--- src/rtl/led_pattern_gen.sv ---
// Multi-pattern LED driver: binary, Gray, bouncing scanner and PWM breathing,
// all advanced by one shared prescaled step tick.
module led_pattern_gen #(
   parameter int NUM_LEDS       = 8,
   parameter int PRESCALE_WIDTH = 20,
   parameter int PWM_WIDTH      = 8
) (
   input  logic                CLK_IN,
   input  logic                RST_IN,
   input  logic                ENABLE_IN,
   input  logic [1:0]          MODE_IN,
   output logic [NUM_LEDS-1:0] LED_OUT,
   output logic                STEP_OUT
);

   localparam int POS_W = (NUM_LEDS > 2) ? $clog2(NUM_LEDS) : 1;
   localparam logic [POS_W-1:0] POS_LAST = POS_W'(NUM_LEDS - 1);

   typedef enum logic [1:0] {
      MODE_BIN    = 2'b00,
      MODE_GRAY   = 2'b01,
      MODE_SCAN   = 2'b10,
      MODE_BREATH = 2'b11
   } mode_e;

   mode_e                     mode_q, mode_d, mode_in;
   logic [PRESCALE_WIDTH-1:0] prescaler_q, prescaler_d;
   logic [NUM_LEDS-1:0]       step_cnt_q, step_cnt_d;
   logic [POS_W-1:0]          pos_q, pos_d;
   logic                      dir_down_q, dir_down_d;
   logic [PWM_WIDTH-1:0]      duty_q, duty_d;
   logic                      duty_down_q, duty_down_d;
   logic [PWM_WIDTH-1:0]      pwm_cnt_q, pwm_cnt_d;
   logic [NUM_LEDS-1:0]       led_q, led_d;
   logic                      step_q, step_d;
   logic                      tick;

   assign mode_in = mode_e'(MODE_IN);
   assign tick    = ENABLE_IN && (prescaler_q == '1);

   always_comb begin
      mode_d      = mode_q;
      prescaler_d = prescaler_q;
      step_cnt_d  = step_cnt_q;
      pos_d       = pos_q;
      dir_down_d  = dir_down_q;
      duty_d      = duty_q;
      duty_down_d = duty_down_q;
      pwm_cnt_d   = pwm_cnt_q;
      step_d      = 1'b0;
      led_d       = '0;

      // LED drive reflects the pre-edge state of the registered mode.
      case (mode_q)
         MODE_BIN:    led_d = step_cnt_q;
         MODE_GRAY:   led_d = step_cnt_q ^ (step_cnt_q >> 1);
         MODE_SCAN:   led_d[pos_q] = 1'b1;
         MODE_BREATH: led_d = {NUM_LEDS{pwm_cnt_q < duty_q}};
         default:     led_d = '0;
      endcase

      if (mode_in != mode_q) begin
         mode_d      = mode_in;
         prescaler_d = '0;
         step_cnt_d  = '0;
         pos_d       = '0;
         dir_down_d  = 1'b0;
         duty_d      = '0;
         duty_down_d = 1'b0;
         pwm_cnt_d   = '0;
      end else begin
         pwm_cnt_d = pwm_cnt_q + 1'b1;
         if (ENABLE_IN) begin
            prescaler_d = prescaler_q + 1'b1;
         end
         if (tick) begin
            step_d = 1'b1;
            case (mode_q)
               MODE_BIN, MODE_GRAY: step_cnt_d = step_cnt_q + 1'b1;
               MODE_SCAN: begin
                  // Bounce: each end position is held for a single step.
                  if (!dir_down_q) begin
                     pos_d = pos_q + 1'b1;
                     if (pos_d == POS_LAST) dir_down_d = 1'b1;
                  end else begin
                     pos_d = pos_q - 1'b1;
                     if (pos_d == '0) dir_down_d = 1'b0;
                  end
               end
               MODE_BREATH: begin
                  if (!duty_down_q) begin
                     duty_d = duty_q + 1'b1;
                     if (duty_d == '1) duty_down_d = 1'b1;
                  end else begin
                     duty_d = duty_q - 1'b1;
                     if (duty_d == '0) duty_down_d = 1'b0;
                  end
               end
               default: ;
            endcase
         end
      end
   end

   always_ff @(posedge CLK_IN) begin
      if (RST_IN) begin
         mode_q      <= mode_in;
         prescaler_q <= '0;
         step_cnt_q  <= '0;
         pos_q       <= '0;
         dir_down_q  <= 1'b0;
         duty_q      <= '0;
         duty_down_q <= 1'b0;
         pwm_cnt_q   <= '0;
         led_q       <= '0;
         step_q      <= 1'b0;
      end else begin
         mode_q      <= mode_d;
         prescaler_q <= prescaler_d;
         step_cnt_q  <= step_cnt_d;
         pos_q       <= pos_d;
         dir_down_q  <= dir_down_d;
         duty_q      <= duty_d;
         duty_down_q <= duty_down_d;
         pwm_cnt_q   <= pwm_cnt_d;
         led_q       <= led_d;
         step_q      <= step_d;
      end
   end

   assign LED_OUT  = led_q;
   assign STEP_OUT = step_q;

endmodule

--- config.mk ---
export PLATFORM = sky130hd
export DESIGN_NAME = led_pattern_gen
export DESIGN_NICKNAME = d
export VERILOG_FILES = /design/src/rtl/led_pattern_gen.sv
export SDC_FILE = /design/constraint.sdc
export NUM_CORES = 1
export LEC_CHECK = 0
export CAP_MARGIN = 5
export CORE_UTILIZATION = 42
export CTS_CLUSTER_SIZE = 28
export DETAILED_ROUTE_END_ITERATION = 10
export HOLD_SLACK_MARGIN = 0.05
export SYNTH_ARGS = -nofsm -noshare
export SYNTH_HDL_FRONTEND = slang
export SYNTH_SLANG_ARGS = --single-unit
--- constraint.sdc ---
create_clock -name CLK_IN -period 2.03 [get_ports CLK_IN]
set_input_delay 0.406 -clock CLK_IN [delete_from_list [all_inputs] [get_ports CLK_IN]]
set_output_delay 0.406 -clock CLK_IN [all_outputs]
set_load 0.02 [all_outputs]
==> After elaboration in Yosys (flattened, before gate mapping) <==
Index checks and enable logic that the tools add are counted.
{ "totals": {"ff_bits": 60, "input_bits": 5, "output_inout_bits": 9} }
{ "classes": {"add_sub_neg": 7, "magnitude_cmp": 3, "eq_ne": 7, "n_mux": 14, "bitwise_logic": 1, "reduce_logical": 11} }
{ "op_table": {"columns": ["operator", "n"], "rows": [
  ["one-hot mux 8 bit (4 select lines)", 1],
  ["adder 8 x 1 -> 8 bit (second input constant)", 3],
  ["adder 20 x 1 -> 20 bit (second input constant)", 1],
  ["== test 20 bit (second input constant)", 1],
  ["== test 8 bit (second input constant)", 1],
  ["zero test 8 bit", 1],
  ["< comparator 8 bit", 1],
  ["2-to-1 mux 1 bit", 8],
  ["2-to-1 mux 8 bit", 1],
  ["subtractor 8 x 1 -> 8 bit (second input constant)", 1],
  ["bitwise XOR 8 x 7 -> 8 bit", 1],
  ["AND reduction 2 bit", 3],
  ["== test 2 bit (second input constant)", 2],
  ["< comparator 3 x 4 -> 1 bit (second input constant)", 1],
  ["2-to-1 mux 2 bit", 2],
  ["OR reduction 2 bit", 2],
  ["adder 3 x 1 -> 3 bit (second input constant)", 1],
  ["demux 1 bit (select 3 bit)", 1],
  ["== test 3 bit (second input constant)", 1],
  [">= comparator 3 x 1 -> 1 bit (second input constant)", 1],
  ["zero test 3 bit", 1],
  ["2-to-1 mux 3 bit", 1],
  ["subtractor 3 x 1 -> 3 bit (second input constant)", 1],
  ["== test 2 x 1 -> 1 bit (second input constant)", 1],
  ["other kinds (4)", 5]
]} }

==> Depth between registers and ports, before layout <==
{ "logic_depth": {"ltp_word": 5, "mapped_depth": 7, "ltp_nobuf": 7} }

==> Least setup slack after synthesis <==
OpenSTA, ideal clock, no wires.
{ "synth_timing": {"path_type": "reg2reg", "startpoint": "reg duty_q[3]", "endpoint": "reg led_q[0] (netlist: LED_OUT[0])", "arrival_ps": 1516, "t_required_ps": 1887, "slack_ps": 370, "path_stages_with_launch": 8, "n_path_buf": 1, "synth_period_minus_slack_ps": 1660, "path_cell_list": "dfxtp_1 -> buf_2 -> inv_1 -> ha_1 -> nand2_1 -> o21a_1 -> o21ai_1 -> a211oi_1"} }
{ "synth_via": {"elab_chain_len": 2} }
{ "synth_rtl": {"columns": ["element", "line_no", "text"], "rows": [
  ["from (decl)", "31", "logic [PWM_WIDTH-1:0] duty_q, duty_d;"],
  ["from (signal assigned)", "123", "duty_q <= duty_d;"],
  ["< comparator 8 bit", "58", "MODE_BREATH: led_d = {NUM_LEDS{pwm_cnt_q < duty_q}};"],
  ["one-hot mux 8 bit (4 select lines)", "54", "case (mode_q)"],
  ["to (signal assigned)", "126", "led_q <= led_d;"],
  ["to (decl)", "34", "logic [NUM_LEDS-1:0] led_q, led_d;"]
]} }
Every way passes these cells.
A chain may end at the register's enable or synchronous reset.

==> Final worst setup path <==
{ "layout_timing": {"startpoint": "reg duty_q[6]", "endpoint": "reg led_q[1] (netlist: LED_OUT[1])"} }
The elaborated chain is that of the path after synthesis.

==> impl_table.tex <==
\begin{tabular}{lr}
\hline
Metric & Value \\
\hline
\multicolumn{2}{l}{\textbf{Logic synthesis}} \\
Number of warning messages in the yosys log & 0 \\
Post-synth EDFFs & 2 \\
Post-synthesis cell count & 370 \\
Number of distinct library cells after synthesis & 51 \\
Most common flop cell mapped by yosys & sky130\_fd\_sc\_hd\_\_dfxtp\_1 \\
Count of state elements after synthesis & 60 \\
Async SR Flop Fraction & 0\% \\
Mean instance size in the synthesized netlist & 8.74 µm² \\
Post-synthesis net count & 398 \\
Synthesized cell area & 0.00323 mm² \\
Sequential-to-total area share from yosys stat & 37.8\% \\
\multicolumn{2}{l}{\textbf{Worst hold path}} \\
Number of stages on the worst hold path & 2 \\
Hold WC Path Type & register to register \\
Worst Min Path Start & prescaler\_q[19]\$\_SDFFE\_PP0P\_ \\
Endpoint of the worst hold-timing path & STEP\_OUT\$\_SDFF\_PP0\_ \\
\multicolumn{2}{l}{\textbf{GRT}} \\
Wire length of the first global-routing pass & 11400 µm \\
Global-route usage over all layers & 17.3\% \\
Initial antenna violation count & 0 \\
Largest net degree at the start of global routing & 26 \\
Number of global-route vias before repair & 2538 \\
Aggregate global routing overflow & 0 \\
\multicolumn{2}{l}{\textbf{Placement}} \\
Count of input and output buffers & 13 \\
Placed wire-length estimate & 4780 µm \\
DP Worst Slack & -0.0839 ns \\
Placer Congestion & 0.845 \\
\multicolumn{2}{l}{\textbf{Timing}} \\
Number of pins exceeding their max-slew limit in the final report & 0 \\
Achievable frequency & 543 MHz \\
Final cycle utilization of the critical path & 90.7\% \\
Post-route minimum period & 1.84 ns \\
Min setup slack post-route & 0.190 ns \\
Hold violation total from the final report & 0 \\
Final setup viols & 0 \\
Setup TNS Final & 0 ns \\
Slew Limit Headroom & 70.5\% \\
Transition time at the pin with the least slew margin & 0.442 ns \\
Setup repair after global routing missed its margin & yes \\
Largest clock skew in the final design & 0.00703 ns \\
\multicolumn{2}{l}{\textbf{CTS}} \\
Total clock buffers created by CTS & 9 \\
Clock Latency Late Sink & 0.34 ns \\
TritonCTS clock tree & built \\
\# H-tree levels & 3 \\
Clock Root Buffer & sky130\_fd\_sc\_hd\_\_clkbuf\_8 \\
Maximum clock insertion buffer count & 2 \\
Clk pin slew, worst setup/hold paths & 0.08 ns \\
Sinks on the clock net & 60 \\
\multicolumn{2}{l}{\textbf{Cells and area}} \\
Total inserted antenna cells & 0 \\
Fill cells & 689 \\
Area of the multi-input gates & 0.00188 mm² \\
Fraction of final layout cells with drive strength greater than 1 & 12.5\% \\
Commonest non-fill, non-tap cell in the layout & sky130\_fd\_sc\_hd\_\_dfxtp\_1 \\
Sequential cell area & 0.00122 mm² \\
Fin util & 51.7\% \\
Area Overhead vs Synth & 17.2\% \\
Fin nets & 430 \\
Commonest cells after routing, fill and taps aside & sky130\_fd\_sc\_hd\_\_dfxtp\_1 (58), sky130\_fd\_sc\_hd\_\_nor2\_1 (57), sky130\_fd\_sc\_hd\_\_xor2\_1 (33) \\
\multicolumn{2}{l}{\textbf{Worst setup path}} \\
Kind of end point of the critical path & register \\
WP data arrival & 2.08 ns \\
Startpoint class of the critical path & register \\
Largest fanout on the critical path & 8 \\
R2r setup slk & 0.19 ns \\
Worst-case reg-to-reg path depth & 7 \\
Critical path data required time & 2.27 ns \\
Startpoint of the most critical register-to-register path & duty\_q[6]\$\_SDFFE\_PP0P\_ \\
Critical path start-end classification & register to register \\
Capture point of the worst reg-to-reg path & LED\_OUT[1]\$\_SDFF\_PP0\_ \\
\multicolumn{2}{l}{\textbf{Die}} \\
Horizontal extent of the die & 89.7 µm \\
Num rows & 31 \\
Height of the die & 89.7 µm \\
Starting Density & 44.1\% \\
Core Area & 0.00733 mm² \\
Boundary pin count & 14 \\
Total Die Area & 0.00805 mm² \\
\multicolumn{2}{l}{\textbf{Outcome}} \\
Outcome & finished, final reports clean \\
\multicolumn{2}{l}{\textbf{Power}} \\
Maximum vdd ir drop & 0.000398 V \\
LEAKAGE & 1.45 nW \\
Power density cells & 617 mW/mm² \\
\multicolumn{2}{l}{\textbf{Route}} \\
Total wirelength of the detailed-routed design & 6610 µm \\
Wire length per cell after detailed routing & 13.1 µm \\
Number of detailed-route iterations in the first pass & 4 \\
Detailed-route vias per instance & 5.18 \\
Detailed Route Iter0 Violations & 119 \\
DRC violation count after routing & 0 \\
Number of antenna-violating nets in the routed design & 0 \\
Total via count in the routed design & 2620 \\
\multicolumn{2}{l}{\textbf{Run}} \\
Max\_cap viols & 0 \\
\hline
\end{tabular}
flip-flops by register name (all words and copies together) (netlist names):
register and count:
prescaler_q 20, LED_OUT 8, duty_q 8, pwm_cnt_q 8, step_cnt_q 8, pos_q 3
mode_q 2, STEP_OUT 1, dir_down_q 1, duty_down_q 1
logic make-up after synthesis:
group                      synth area share (%)
and+or+nand+nor                            25.1
DFF                                        37.8
AOI/OAI and AO/OA                          9.95
xor gates and xnor gates                   12.7
buffers and inverters                      4.26
adders and majority gates                  8.90
muxes                                      1.28
timing repair:
item / 4_1_cts / 5_1_grt
gates resized for setup: 0 / 1
endpoints found under the setup margin: 0 / 8
setup buffers: 0 / 1
hold buffers: 0 / 0
cell usage after synthesis, types with 6 or more instances:
library cell               instances  share of area (%)
sky130_fd_sc_hd__o21ai_0           8                1.2
sky130_fd_sc_hd__nand2_1          21                2.4
sky130_fd_sc_hd__a21oi_1          17                2.6
sky130_fd_sc_hd__a211oi_1          7                1.6
sky130_fd_sc_hd__inv_1            13                1.5
sky130_fd_sc_hd__nand4_1          15                2.9
sky130_fd_sc_hd__nand3_1          17                2.6
sky130_fd_sc_hd__dfxtp_1          58                 36
sky130_fd_sc_hd__nor2_1           57                6.6
sky130_fd_sc_hd__xnor2_1          14                3.8
sky130_fd_sc_hd__ha_1             23                8.9
sky130_fd_sc_hd__and3_1            8                1.5
sky130_fd_sc_hd__xor2_1           33                8.9
sky130_fd_sc_hd__or3_1             6                1.2
sky130_fd_sc_hd__clkbuf_1         10                1.2
how the worst max path moves through the flow:
stage	from	end	cells after the start
after floorplan	duty_q[3]$_SDFFE_PP0P_	LED_OUT[0]$_SDFF_PP0_	7
after global placement	ENABLE_IN	duty_down_q$_SDFFE_PP0P_	6
after detailed placement	ENABLE_IN	duty_down_q$_SDFFE_PP0P_	6
after CTS	duty_q[1]$_SDFFE_PP0P_	LED_OUT[1]$_SDFF_PP0_	6
after global routing	duty_q[6]$_SDFFE_PP0P_	LED_OUT[1]$_SDFF_PP0_	7
final	duty_q[6]$_SDFFE_PP0P_	LED_OUT[1]$_SDFF_PP0_	7
critical path, cell delays in order (launching register included):
cell	delay [ns]
sky130_fd_sc_hd__dfxtp_1	0.36
sky130_fd_sc_hd__inv_1	0.10
sky130_fd_sc_hd__ha_1	0.34
sky130_fd_sc_hd__a21oi_1	0.17
sky130_fd_sc_hd__o21ai_0	0.10
sky130_fd_sc_hd__nor4_1	0.22
sky130_fd_sc_hd__o21ai_2	0.20
sky130_fd_sc_hd__a211oi_1	0.26
area by class of cell:
| class | instances | share of cell area (%) |
|---|---|---|
| Clock buffer | 10 | 3.63 |
| Clock inverter | 6 | 1.22 |
| Inverter | 14 | 1.39 |
| Multi-Input combinational cell | 279 | 49.6 |
| Sequential cell | 60 | 32.2 |
| Tap cell | 99 | 3.27 |
| Timing Repair Buffer | 38 | 8.72 |
power by group:
group	internal [mW]	switching, mW	total [mW]	leakage [nW]
registers	1.20	0.0152	1.21	0.489
logic	0.0536	0.0767	0.130	0.866
clock network	0.487	0.506	0.993	0.0976
per-layer routing:
metal	part of all wire, %	wire, µm	track usage [%]
met5	0	0	0
met1	50	3290	22.3
met4	0.47	31	4.37
met3	3.3	216	5.08
met2	46	3070	28.4
per-stage QoR:
step                total power, mW  area, µm²  hold WS [ns]  instances
finish                         2.34       3790         0.501        506
global route                   2.44       3790         0.523        506
CTS                            2.37       3780         0.496        505
detailed placement             1.37       3590         0.493        489
global placement               1.37       3590         0.477        489
floorplan                      1.32       3230         0.444        370
No activity file was read; power rests on OpenSTA's default activity.
